===== src/rtl/rp_8bit_trace_pkg.sv =====
// rp_8bit_trace_pkg: shared types and decode helpers for the rp_8bit instruction-trace collector.
//   cls_t        - 3-bit instruction class carried in every trace record.
//   RecFixedW    - record width excluding the PAW-wide pc field.
//   is_two_word  - detects the opcodes that are followed by a second word (lds/sts, jmp/call).
//   classify     - maps a first opcode word to its instruction class.
package rp_8bit_trace_pkg;

  // w0 + w1 + len2 + trunc + lost + cls
  localparam int unsigned RecFixedW = 38;

  localparam logic [15:0] LdsStsMask   = 16'hFC0F;
  localparam logic [15:0] LdsStsMatch  = 16'h9000;
  localparam logic [15:0] JmpCallMask  = 16'hFE0C;
  localparam logic [15:0] JmpCallMatch = 16'h940C;

  typedef enum logic [2:0] {
    ClsAlu    = 3'd0,
    ClsMul    = 3'd1,
    ClsMem    = 3'd2,
    ClsBranch = 3'd3,
    ClsCtrl   = 3'd4,
    ClsBit    = 3'd5,
    ClsUndef  = 3'd6
  } cls_t;

  function automatic logic is_two_word(input logic [15:0] w);
    return ((w & LdsStsMask) == LdsStsMatch) || ((w & JmpCallMask) == JmpCallMatch);
  endfunction

  // Checks are ordered: earlier, narrower patterns take precedence over the broad ones below.
  function automatic cls_t classify(input logic [15:0] w);
    cls_t c;
    c = ClsUndef;
    if (w == 16'h0000)                          c = ClsCtrl;   // nop
    else if ((w & 16'hFF00) == 16'h0000)        c = ClsUndef;  // reserved 0x0001-0x00FF
    else if ((w & 16'hFF00) == 16'h0100)        c = ClsAlu;    // movw
    else if ((w & 16'hFE00) == 16'h0200)        c = ClsMul;    // muls/mulsu/fmul*
    else if ((w & 16'hFC00) == 16'h1000)        c = ClsBranch; // cpse (skip)
    else if ((w & 16'h8000) == 16'h0000)        c = ClsAlu;    // two-reg and immediate ALU
    else if ((w & 16'hD000) == 16'h8000)        c = ClsMem;    // ldd/std
    else if ((w & 16'hFC00) == 16'h9000)        c = ClsMem;    // lds/sts/ld/st/lpm/push/pop
    else if ((w & 16'hFE00) == 16'h9400) begin
      case (w[3:0])
        4'h4:                      c = ClsUndef;
        4'h8:                      c = w[8] ? ClsCtrl : ClsBit; // ret/sleep.. vs bset/bclr
        4'h9:                      c = ClsBranch;               // ijmp/icall
        4'hC, 4'hD, 4'hE, 4'hF:    c = ClsBranch;               // jmp/call
        default:                   c = ClsAlu;                  // one-operand ALU
      endcase
    end
    else if ((w & 16'hFE00) == 16'h9600)        c = ClsAlu;    // adiw/sbiw
    else if ((w & 16'hFC00) == 16'h9800)        c = ClsBit;    // cbi/sbic/sbi/sbis
    else if ((w & 16'hFC00) == 16'h9C00)        c = ClsMul;    // mul
    else if ((w & 16'hF000) == 16'hB000)        c = ClsMem;    // in/out
    else if ((w & 16'hE000) == 16'hC000)        c = ClsBranch; // rjmp/rcall
    else if ((w & 16'hF000) == 16'hE000)        c = ClsAlu;    // ldi
    else if ((w & 16'hF800) == 16'hF000)        c = ClsBranch; // brbs/brbc
    else if (w[3])                              c = ClsUndef;  // reserved bit-3 forms
    else                                        c = ClsBit;    // bld/bst/sbrc/sbrs
    return c;
  endfunction

endpackage


===== src/rtl/rp_8bit_trace_fifo.sv =====
// rp_8bit_trace_fifo: generic synchronous FIFO for trace records.
//   push_i/data_i/full_o  - write side; a push while full is ignored unless a pop happens too.
//   pop_i/valid_o/data_o  - read side; data_o is zero whenever the FIFO is empty.
module rp_8bit_trace_fifo #(
  parameter int unsigned Depth = 8,
  parameter int unsigned Width = 8
) (
  input  logic             clk_i,
  input  logic             rst_ni,
  input  logic             push_i,
  input  logic [Width-1:0] data_i,
  output logic             full_o,
  input  logic             pop_i,
  output logic             valid_o,
  output logic [Width-1:0] data_o
);
  localparam int unsigned Aw = $clog2(Depth);

  // Pointers carry one wrap bit so full and empty are distinguishable.
  logic [Aw:0]      wr_ptr_q, wr_ptr_d, rd_ptr_q, rd_ptr_d;
  logic [Width-1:0] mem_q [Depth];
  logic             wr_en, rd_en;

  assign valid_o = (wr_ptr_q != rd_ptr_q);
  assign full_o  = (wr_ptr_q[Aw] != rd_ptr_q[Aw]) && (wr_ptr_q[Aw-1:0] == rd_ptr_q[Aw-1:0]);
  assign data_o  = valid_o ? mem_q[rd_ptr_q[Aw-1:0]] : '0;

  always_comb begin
    rd_en    = pop_i && valid_o;
    // A same-cycle pop frees the slot the push writes into.
    wr_en    = push_i && (!full_o || rd_en);
    wr_ptr_d = wr_ptr_q + {{Aw{1'b0}}, wr_en};
    rd_ptr_d = rd_ptr_q + {{Aw{1'b0}}, rd_en};
  end

  always_ff @(posedge clk_i or negedge rst_ni) begin
    if (!rst_ni) begin
      wr_ptr_q <= '0;
      rd_ptr_q <= '0;
    end else begin
      wr_ptr_q <= wr_ptr_d;
      rd_ptr_q <= rd_ptr_d;
    end
  end

  always_ff @(posedge clk_i) begin
    if (wr_en) mem_q[wr_ptr_q[Aw-1:0]] <= data_i;
  end

endmodule


===== src/rtl/rp_8bit_trace.sv =====
// rp_8bit_trace: snoops the program-fetch stream, merges two-word opcodes into one record and
// buffers records for a valid/ready trace consumer.
//   if_vld/if_rdy/if_adr/if_dat - fetch word handshake; if_flush drops any pending first word.
//   trc_vld/trc_rdy/trc_rec      - record output {pc, w0, w1, len2, trunc, lost, cls}.
//   ovf/drop_cnt                 - sticky overflow flag and saturating count of dropped records.
module rp_8bit_trace
  import rp_8bit_trace_pkg::*;
#(
  parameter int unsigned PAW   = 16,
  parameter int unsigned DEPTH = 8,
  parameter int unsigned CNTW  = 8
) (
  input  logic                     clk,
  input  logic                     rst_n,
  input  logic                     if_vld,
  output logic                     if_rdy,
  input  logic [PAW-1:0]           if_adr,
  input  logic [15:0]              if_dat,
  input  logic                     if_flush,
  output logic                     trc_vld,
  input  logic                     trc_rdy,
  output logic [PAW+RecFixedW-1:0] trc_rec,
  output logic                     ovf,
  output logic [CNTW-1:0]          drop_cnt
);
  typedef struct packed {
    logic [PAW-1:0] pc;
    logic [15:0]    w0;
    logic [15:0]    w1;
    logic           len2;
    logic           trunc;
    logic           lost;
    cls_t           cls;
  } rec_t;

  typedef enum logic [1:0] {StW1, StW2, StStash} state_e;

  state_e         state_q, state_d;
  logic [PAW-1:0] pc_q, pc_d, stash_adr_q, stash_adr_d, pc_inc;
  logic [15:0]    w0_q, w0_d, stash_dat_q, stash_dat_d;
  logic           lost_q, lost_d, ovf_q, ovf_d;
  logic [CNTW-1:0] drop_cnt_q, drop_cnt_d;

  logic           accept, push, drop, fifo_full, do_first;
  logic [PAW-1:0] first_adr;
  logic [15:0]    first_dat;
  rec_t           push_rec;

  assign if_rdy   = (state_q != StStash);
  assign accept   = if_vld && if_rdy;
  assign pc_inc   = pc_q + PAW'(1);
  assign ovf      = ovf_q;
  assign drop_cnt = drop_cnt_q;

  always_comb begin
    state_d     = state_q;
    pc_d        = pc_q;
    w0_d        = w0_q;
    stash_adr_d = stash_adr_q;
    stash_dat_d = stash_dat_q;
    push        = 1'b0;
    push_rec    = '0;
    do_first    = 1'b0;
    first_adr   = if_adr;
    first_dat   = if_dat;

    if (if_flush) begin
      // Pending w0/stash are abandoned; a word arriving now starts afresh.
      state_d  = StW1;
      do_first = accept;
    end else begin
      unique case (state_q)
        StW1: do_first = accept;
        StW2: begin
          if (accept) begin
            push          = 1'b1;
            push_rec.pc   = pc_q;
            push_rec.w0   = w0_q;
            push_rec.len2 = 1'b1;
            if (if_adr == pc_inc) begin
              push_rec.w1 = if_dat;
              state_d     = StW1;
            end else begin
              // Discontinuity: emit the orphan first word, replay the new word next cycle.
              push_rec.trunc = 1'b1;
              stash_adr_d    = if_adr;
              stash_dat_d    = if_dat;
              state_d        = StStash;
            end
          end
        end
        StStash: begin
          do_first  = 1'b1;
          first_adr = stash_adr_q;
          first_dat = stash_dat_q;
        end
        default: state_d = StW1;
      endcase
    end

    if (do_first) begin
      if (is_two_word(first_dat)) begin
        state_d = StW2;
        pc_d    = first_adr;
        w0_d    = first_dat;
      end else begin
        state_d     = StW1;
        push        = 1'b1;
        push_rec.pc = first_adr;
        push_rec.w0 = first_dat;
      end
    end

    push_rec.lost = lost_q;
    push_rec.cls  = classify(push_rec.w0);
  end

  always_comb begin
    // Full implies trc_vld, so only trc_rdy decides whether a slot frees up this cycle.
    drop       = push && fifo_full && !trc_rdy;
    lost_d     = lost_q;
    ovf_d      = ovf_q | drop;
    drop_cnt_d = drop_cnt_q;
    if (drop) begin
      lost_d = 1'b1;
      if (drop_cnt_q != {CNTW{1'b1}}) drop_cnt_d = drop_cnt_q + CNTW'(1);
    end else if (push) begin
      lost_d = 1'b0;
    end
  end

  always_ff @(posedge clk or negedge rst_n) begin
    if (!rst_n) begin
      state_q     <= StW1;
      pc_q        <= '0;
      w0_q        <= '0;
      stash_adr_q <= '0;
      stash_dat_q <= '0;
      lost_q      <= 1'b0;
      ovf_q       <= 1'b0;
      drop_cnt_q  <= '0;
    end else begin
      state_q     <= state_d;
      pc_q        <= pc_d;
      w0_q        <= w0_d;
      stash_adr_q <= stash_adr_d;
      stash_dat_q <= stash_dat_d;
      lost_q      <= lost_d;
      ovf_q       <= ovf_d;
      drop_cnt_q  <= drop_cnt_d;
    end
  end

  rp_8bit_trace_fifo #(
    .Depth (DEPTH),
    .Width ($bits(rec_t))
  ) u_fifo (
    .clk_i   (clk),
    .rst_ni  (rst_n),
    .push_i  (push),
    .data_i  (push_rec),
    .full_o  (fifo_full),
    .pop_i   (trc_rdy),
    .valid_o (trc_vld),
    .data_o  (trc_rec)
  );

endmodule


===== config.mk =====
export PLATFORM = sky130hd
export DESIGN_NAME = rp_8bit_trace
export DESIGN_NICKNAME = d
export VERILOG_FILES = /design/src/rtl/rp_8bit_trace_pkg.sv /design/src/rtl/rp_8bit_trace_fifo.sv /design/src/rtl/rp_8bit_trace.sv
export SDC_FILE = /design/constraint.sdc
export NUM_CORES = 1
export LEC_CHECK = 0
export BUFFER_PORTS_ARGS = -buffer_cell sky130_fd_sc_hd__buf_2
export CAP_MARGIN = 10
export CORE_ASPECT_RATIO = 0.5
export CORE_MARGIN = 4
export CORE_UTILIZATION = 37
export DETAILED_ROUTE_END_ITERATION = 8
export HOLD_SLACK_MARGIN = 0.1
export PLACE_DENSITY = 0.57
export SLEW_MARGIN = 20
export SYNTH_ARGS = -nofsm -noshare
export SYNTH_HDL_FRONTEND = slang
export SYNTH_SLANG_ARGS = --single-unit

===== constraint.sdc =====
create_clock -name clk -period 13.5 [get_ports clk]
set_clock_uncertainty 0.2 [all_clocks]
set_input_delay 0.675 -clock clk [delete_from_list [all_inputs] [get_ports clk]]
set_output_delay 0.675 -clock clk [all_outputs]
set_load 0.05 [all_outputs]

---- Word-level counts from Yosys, hierarchy flattened ----
Memory sizes are Yosys's and may differ from the RTL's.
Cells that the tools add are included.
storage, ports and cells
  register bits ........................... 84
  RAM bits ................................ 432
  input bits .............................. 37
  output and inout port bits .............. 65
  word-level logic and storage cells ...... 119
  memories kept ........................... 1
operators by class
  $add $sub $neg .......................... 4
  equal/unequal tests ..................... 32
  multiplexer cells ....................... 48
  bitwise logic cells ..................... 3
  reduce and logical (&&, ||, !) cells .... 21
memory list
  memory        words  width  rd ports  clocked after Yosys merged registers in  wr ports  RTL line                  RTL
  u_fifo.mem_q  8      54     1         0                                        1         rp_8bit_trace_fifo.sv:21  logic [Width-1:0] mem_q [Depth];
operators with widths
  kind                   number
  $mux 50                3
  $mux 16                5
  $mux 32                2
  $mux 54                1
  $logic_not 16->1       3
  $mux 3                 16
  $eq 4x4->1 const B     8
  $eq 6x6->1 const B     3
  $add 16x1->16 const B  1
  $eq 16x16->1           1
  $eq 7x7->1 const B     2
  $mux 1                 13
  $eq 10x10->1 const B   1
  $mux 2                 5
  $eq 9x9->1 const B     1
  $pmux 3 s3             1
  $add 4x1->4            2
  $add 8x1->8 const B    1
  $eq 8x1->1 const B     1
  $ne 8x8->1 const B     1
  $eq 7x1->1 const B     1
  $eq 3x3->1 const B     2
  $eq 6x3->1 const B     1
  $logic_and 1x1->1      6
  22 further kinds       27

---- Logic depth before layout (Yosys ltp) ----
  word-level depth ........................ 25
  gate-level depth with buffers ........... 12

---- Hierarchy ----
From an unflattened synthesis, not the netlist that was laid out.
unflattened totals
  cells, all modules ...................... 1474
  area, all modules ....................... 22303.9 um^2
modules (own cells, without submodules)
  module              instances  cells an instance  area each (um^2)  sequential area each (um^2)
  rp_8bit_trace_fifo  1          918                17110.2           13172.6
  rp_8bit_trace       1          556                5193.7            1901.8

---- Least setup slack after synthesis ----
No wires, ideal clock.
  path kind ............................... in2reg
  start point ............................. input port if_flush
  end point ............................... memory u_fifo.mem_q[0][0] (netlist name), enable pin
  library setup time ...................... 0.532 ns
  data arrival time ....................... 5.855 ns
  data required time ...................... 12.768 ns
  slack ................................... 6.913 ns
  stages on the path ...................... 7
  path through ............................ or3b_4 > and3_1 > o221ai_2 > nand2_1 > a21boi_0 > nand2b_1 > nor3_1
between the ends
  longest elaborated chain between the ends .. 8
  elaborated cells on any way between the ends .. 11
  those cells by class .................... eq/ne (2); mux (7); reduce/logical (2)
RTL lines
  item                                        RTL line                  RTL
  start: declaration                          rp_8bit_trace.sv:19       input logic if_flush,
  $mux 16                                     rp_8bit_trace.sv:67       if (if_flush) begin
  $eq 10x10->1 or $eq 9x9->1 (tied branches)  rp_8bit_trace_pkg.sv:27   return ((w & LdsStsMask) == LdsStsMatch) || ((w & JmpCallMask) == JmpCallMatch);
  $logic_or 1x1->1                            rp_8bit_trace_pkg.sv:27
  $mux 1                                      rp_8bit_trace.sv:102      if (is_two_word(first_dat)) begin
  $mux 1 (*)                                  rp_8bit_trace.sv:101      if (do_first) begin
  $logic_and 1x1->1 (*)                       rp_8bit_trace_fifo.sv:31  wr_en = push_i && (!full_o || rd_en);
  $mux 1 (*)                                  rp_8bit_trace_fifo.sv:47  if (wr_en) mem_q[wr_ptr_q[Aw-1:0]] <= data_i;
  $mux 1 (implied by the code) (*)            rp_8bit_trace_fifo.sv:47
  end: declaration                            rp_8bit_trace_fifo.sv:21
Every way passes the cells marked *; elsewhere a longest branch is shown, timed or not.

---- Worst setup path in the final report ----
  start point ............................. register state_q[0]
  end point ............................... memory u_fifo.mem_q[3][18] (netlist name), enable pin
between the ends
  longest elaborated chain between the ends .. 10
  elaborated cells on any way between the ends .. 20
  those cells by class .................... eq/ne (5); mux (11); reduce/logical (4)
RTL lines
  item                                          RTL line                                      RTL
  start: declaration                            rp_8bit_trace.sv:38                           state_e state_q, state_d;
  start signal: assignment                      rp_8bit_trace.sv:134                          state_q <= StW1;
  start signal: assignment                      rp_8bit_trace.sv:143                          state_q <= state_d;
  $eq 2x2->1 or $ne 2x2->1 (tied branches)      rp_8bit_trace.sv:72, rp_8bit_trace.sv:49
  $mux 16 or $logic_and 1x1->1 (tied branches)  rp_8bit_trace.sv:72, rp_8bit_trace.sv:50
  $mux 16 or $mux 1 (tied branches)             rp_8bit_trace.sv:67, rp_8bit_trace.sv:75
  $eq 10x10->1 (tied with other cells)          rp_8bit_trace_pkg.sv:27
  $logic_or 1x1->1 or $mux 1 (tied branches)    rp_8bit_trace_pkg.sv:27, rp_8bit_trace.sv:67
  $mux 1                                        rp_8bit_trace.sv:102
  $mux 1 (*)                                    rp_8bit_trace.sv:101
  $logic_and 1x1->1 (*)                         rp_8bit_trace_fifo.sv:31
  $mux 1 (*)                                    rp_8bit_trace_fifo.sv:47
  $mux 1 (implied by the code) (*)              rp_8bit_trace_fifo.sv:47
Marks and branches as above.

==> flow_summary.json <==
{
  "clk_path_buf_depth": 3,
  "synthesis.nets": 1264,
  "cap_violations": 0,
  "area_growth_syn_to_layout_pct": 14.49,
  "cp_slowest_cell": "nor2_4",
  "end_kind": "register",
  "pre_cts_ws_ns": 8.360,
  "synth.distinct_cells": 75,
  "finalSetupTns_ns": 0,
  "die_w_um": 349.7,
  "cp-startpoint": "state_q[0]",
  "path_cells": "or3b_4, and3_1, o221ai_2, nand2_1, buf_4, a21boi_0, nand2_1, nor2_4, buf_4",
  "hpwl_um": 30520,
  "dp_cells": 2049,
  "drt_pass1_iterations": 5,
  "synth_cells": 1221,
  "hp-class": "input pin to register",
  "cts_made_buffers": 48,
  "grtUsageTotal_pct": 15.66,
  "setup_slack_ns": 8.793,
  "initial_utilization_pct": 37.54,
  "design_area_um2": 24740,
  "synth_top_flop_cell": "edfxtp_1",
  "max_stage_delay_ns": 0.78,
  "pin_count": 102,
  "drive_above_1_share_pct": 27.60,
  "cp_max_fo": 32,
  "portBuffers": 101,
  "ctsResizeCount": 0,
  "grt_pass1_wl_um": 73690,
  "die_h_um": 178.9,
  "synth_area_um2": 21610,
  "grt_max_degree": 66,
  "cts_hold_buf": 1,
  "worstPathRequired_ns": 13.51,
  "async_reset_ff_share_pct": 16.28,
  "totalWireLength_um": 48840,
  "synth_edf_count": 432,
  "coreArea_um2": 57560,
  "postCtsSetupBuffers": 0,
  "cts_sinks": 516,
  "yosysSeqAreaShare_pct": 69.77,
  "antenna_found_initial": 4,
  "r2r_start": "state_q[0]",
  "post_dp_cell_area_um2": 23010,
  "period_share_pct": 34.87,
  "fin_crit_ns": 4.707,
  "ys_ff_latch": 516,
  "vias": 11230,
  "vdd_drop_max_v": 0.0001039,
  "yosys_warnings": 0,
  "drc": 0,
  "status": "finished, final reports clean",
  "grt_pass1_vias": 11620,
  "p_leak_nw": 9.066,
  "path_class": "register to register",
  "wl_per_cell_um": 22.80,
  "final_cell_mix": "edfxtp_1, mux4_2, buf_2, nor2_1, dfrtp_1",
  "grt_overflow_total": 0,
  "vias_per_cell": 5.241,
  "place.gp.congestion": 0.8081,
  "cts_tree": "built",
  "tightest_slew_ns": 1.061,
  "syn_avg_cell_area_um2": 17.70,
  "ant_nets": 0,
  "cts-root-buf": "clkbuf_16",
  "rsz0062_at_grt": "no",
  "max_slew_margin_pct": 28.52,
  "finalNonFillerCells": 2142,
  "critical_path_arrival_ns": 4.72,
  "cts.htree.levels": 2,
  "die_area_um2": 62560,
  "final_hold_viol_count": 0,
  "fillers": 5064,
  "power_density_nw_per_um2": 213.4,
  "final_common_cell": "edfxtp_1",
  "finalSetupViolations": 0,
  "path_clk_slew_ns": 0.07,
  "clk_latency_ns": 0.58,
  "num_rows": 62,
  "final_nets": 1376,
  "maxSlewViolCount": 0,
  "startpoint_type": "register",
  "min_from": "if_dat[8]",
  "dr.first_iter.drc_count": 1014,
  "fmax_mhz": 212.5
}
cells by family after synthesis:
logic type,share of synthesized area (%)
and+or+nand+nor,5.722
AOI/OAI and AO/OA,3.515
muxes,17.45
adders and majority gates,0.3475
xor gates and xnor gates,1.459
buffers and inverters,1.731
DFF,69.77
Yosys cell counts (7+ instances only):
cell | count | area share (%)
nor2b_1 | 10 | 0.29
o21ai_0 | 32 | 0.74
nor2_1 | 97 | 1.7
mux4_2 | 108 | 11
inv_1 | 9 | 0.16
edfxtp_1 | 432 | 60
xor2_1 | 11 | 0.45
xnor2_1 | 25 | 1.0
and2_1 | 18 | 0.52
nand2_1 | 58 | 1.0
a21oi_1 | 32 | 0.74
mux2i_1 | 79 | 3.7
mux2_4 | 29 | 2.0
clkbuf_1 | 36 | 0.63
o21a_1 | 9 | 0.31
buf_1 | 19 | 0.33
mux2_2 | 7 | 0.36
nand3_1 | 11 | 0.25
dfrtp_1 | 84 | 9.7
flip-flops by register name, indices dropped and copies added, names as in the netlist, 2 cells and up:
register and count:
stash_adr_q 16, pc_q 16, w0_q 16, drop_cnt 8, u_fifo.rd_ptr_q 4, u_fifo.wr_ptr_q 4
u_fifo.mem_q 432, stash_dat_q 16, state_q 2
layout make-up:
| type | instances | area, um2 | share of cell area [%] |
|---|---|---|---|
| clock inverter | 33 | 427.9 | 1.730 |
| sequential | 516 | 15090 | 60.99 |
| antenna | 1 | 2.502 | 0.01012 |
| multi-input combinational | 629 | 6228 | 25.18 |
| clock buffer | 57 | 1256 | 5.078 |
| timing repair buffer | 128 | 737.0 | 2.979 |
| inverter | 10 | 37.54 | 0.1517 |
| tap | 768 | 960.9 | 3.885 |
per-stage QoR:
| step | total power [mW] | utilization, % | hold slack (ns) |
|---|---|---|---|
| after floorplan | 3.395 | - | 0.1794 |
| after global placement | 3.890 | 39.97 | 0.2584 |
| after detailed placement | 3.908 | 39.97 | 0.2637 |
| after CTS | 5.354 | 42.92 | 0.1492 |
| after global routing | 5.516 | 42.97 | 0.1649 |
| final | 5.278 | 42.97 | 0.1797 |
final timing paths:
kind | endpoint | slack [ns] | depth (start not counted)
hold / removal | stash_dat_q[8] | 0.18 | 2
setup / recovery | u_fifo.mem_q[3][18] | 8.79 | 9
max in group asynchronous | u_fifo.rd_ptr_q[1] | 11.57 | 3
setup reg to reg | u_fifo.mem_q[3][18] | 8.79 | 9
hold reg to reg | w0_q[12] | 0.29 | 1
min in group asynchronous | w0_q[7] | 0.42 | 2
worst max-delay path: cells and delay by family, from the launching register on:
kind,cells,cell delay (ns)
DFF,1,0.41
and+or+nand+nor,5,2.06
buffers and inverters,2,0.87
AOI/OAI and AO/OA,2,0.73
report_power, final:
part	internal (mW)	total, mW	switching [mW]
clock	0.843	1.44	0.592
combinational	0.589	1.82	1.23
sequential	1.90	2.02	0.122
per-layer routing:
| metal | global-route usage [%] | routed length [um] | share of wire, % |
|---|---|---|---|
| met2 | 26.10 | 23940 | 49 |
| met4 | 3.098 | 635 | 1.3 |
| met1 | 21.91 | 22030 | 45 |
| met3 | 2.725 | 2209 | 4.5 |
| met5 | 0 | 26 | 0.053 |
Note: power is estimated with default switching activity, not from simulation.
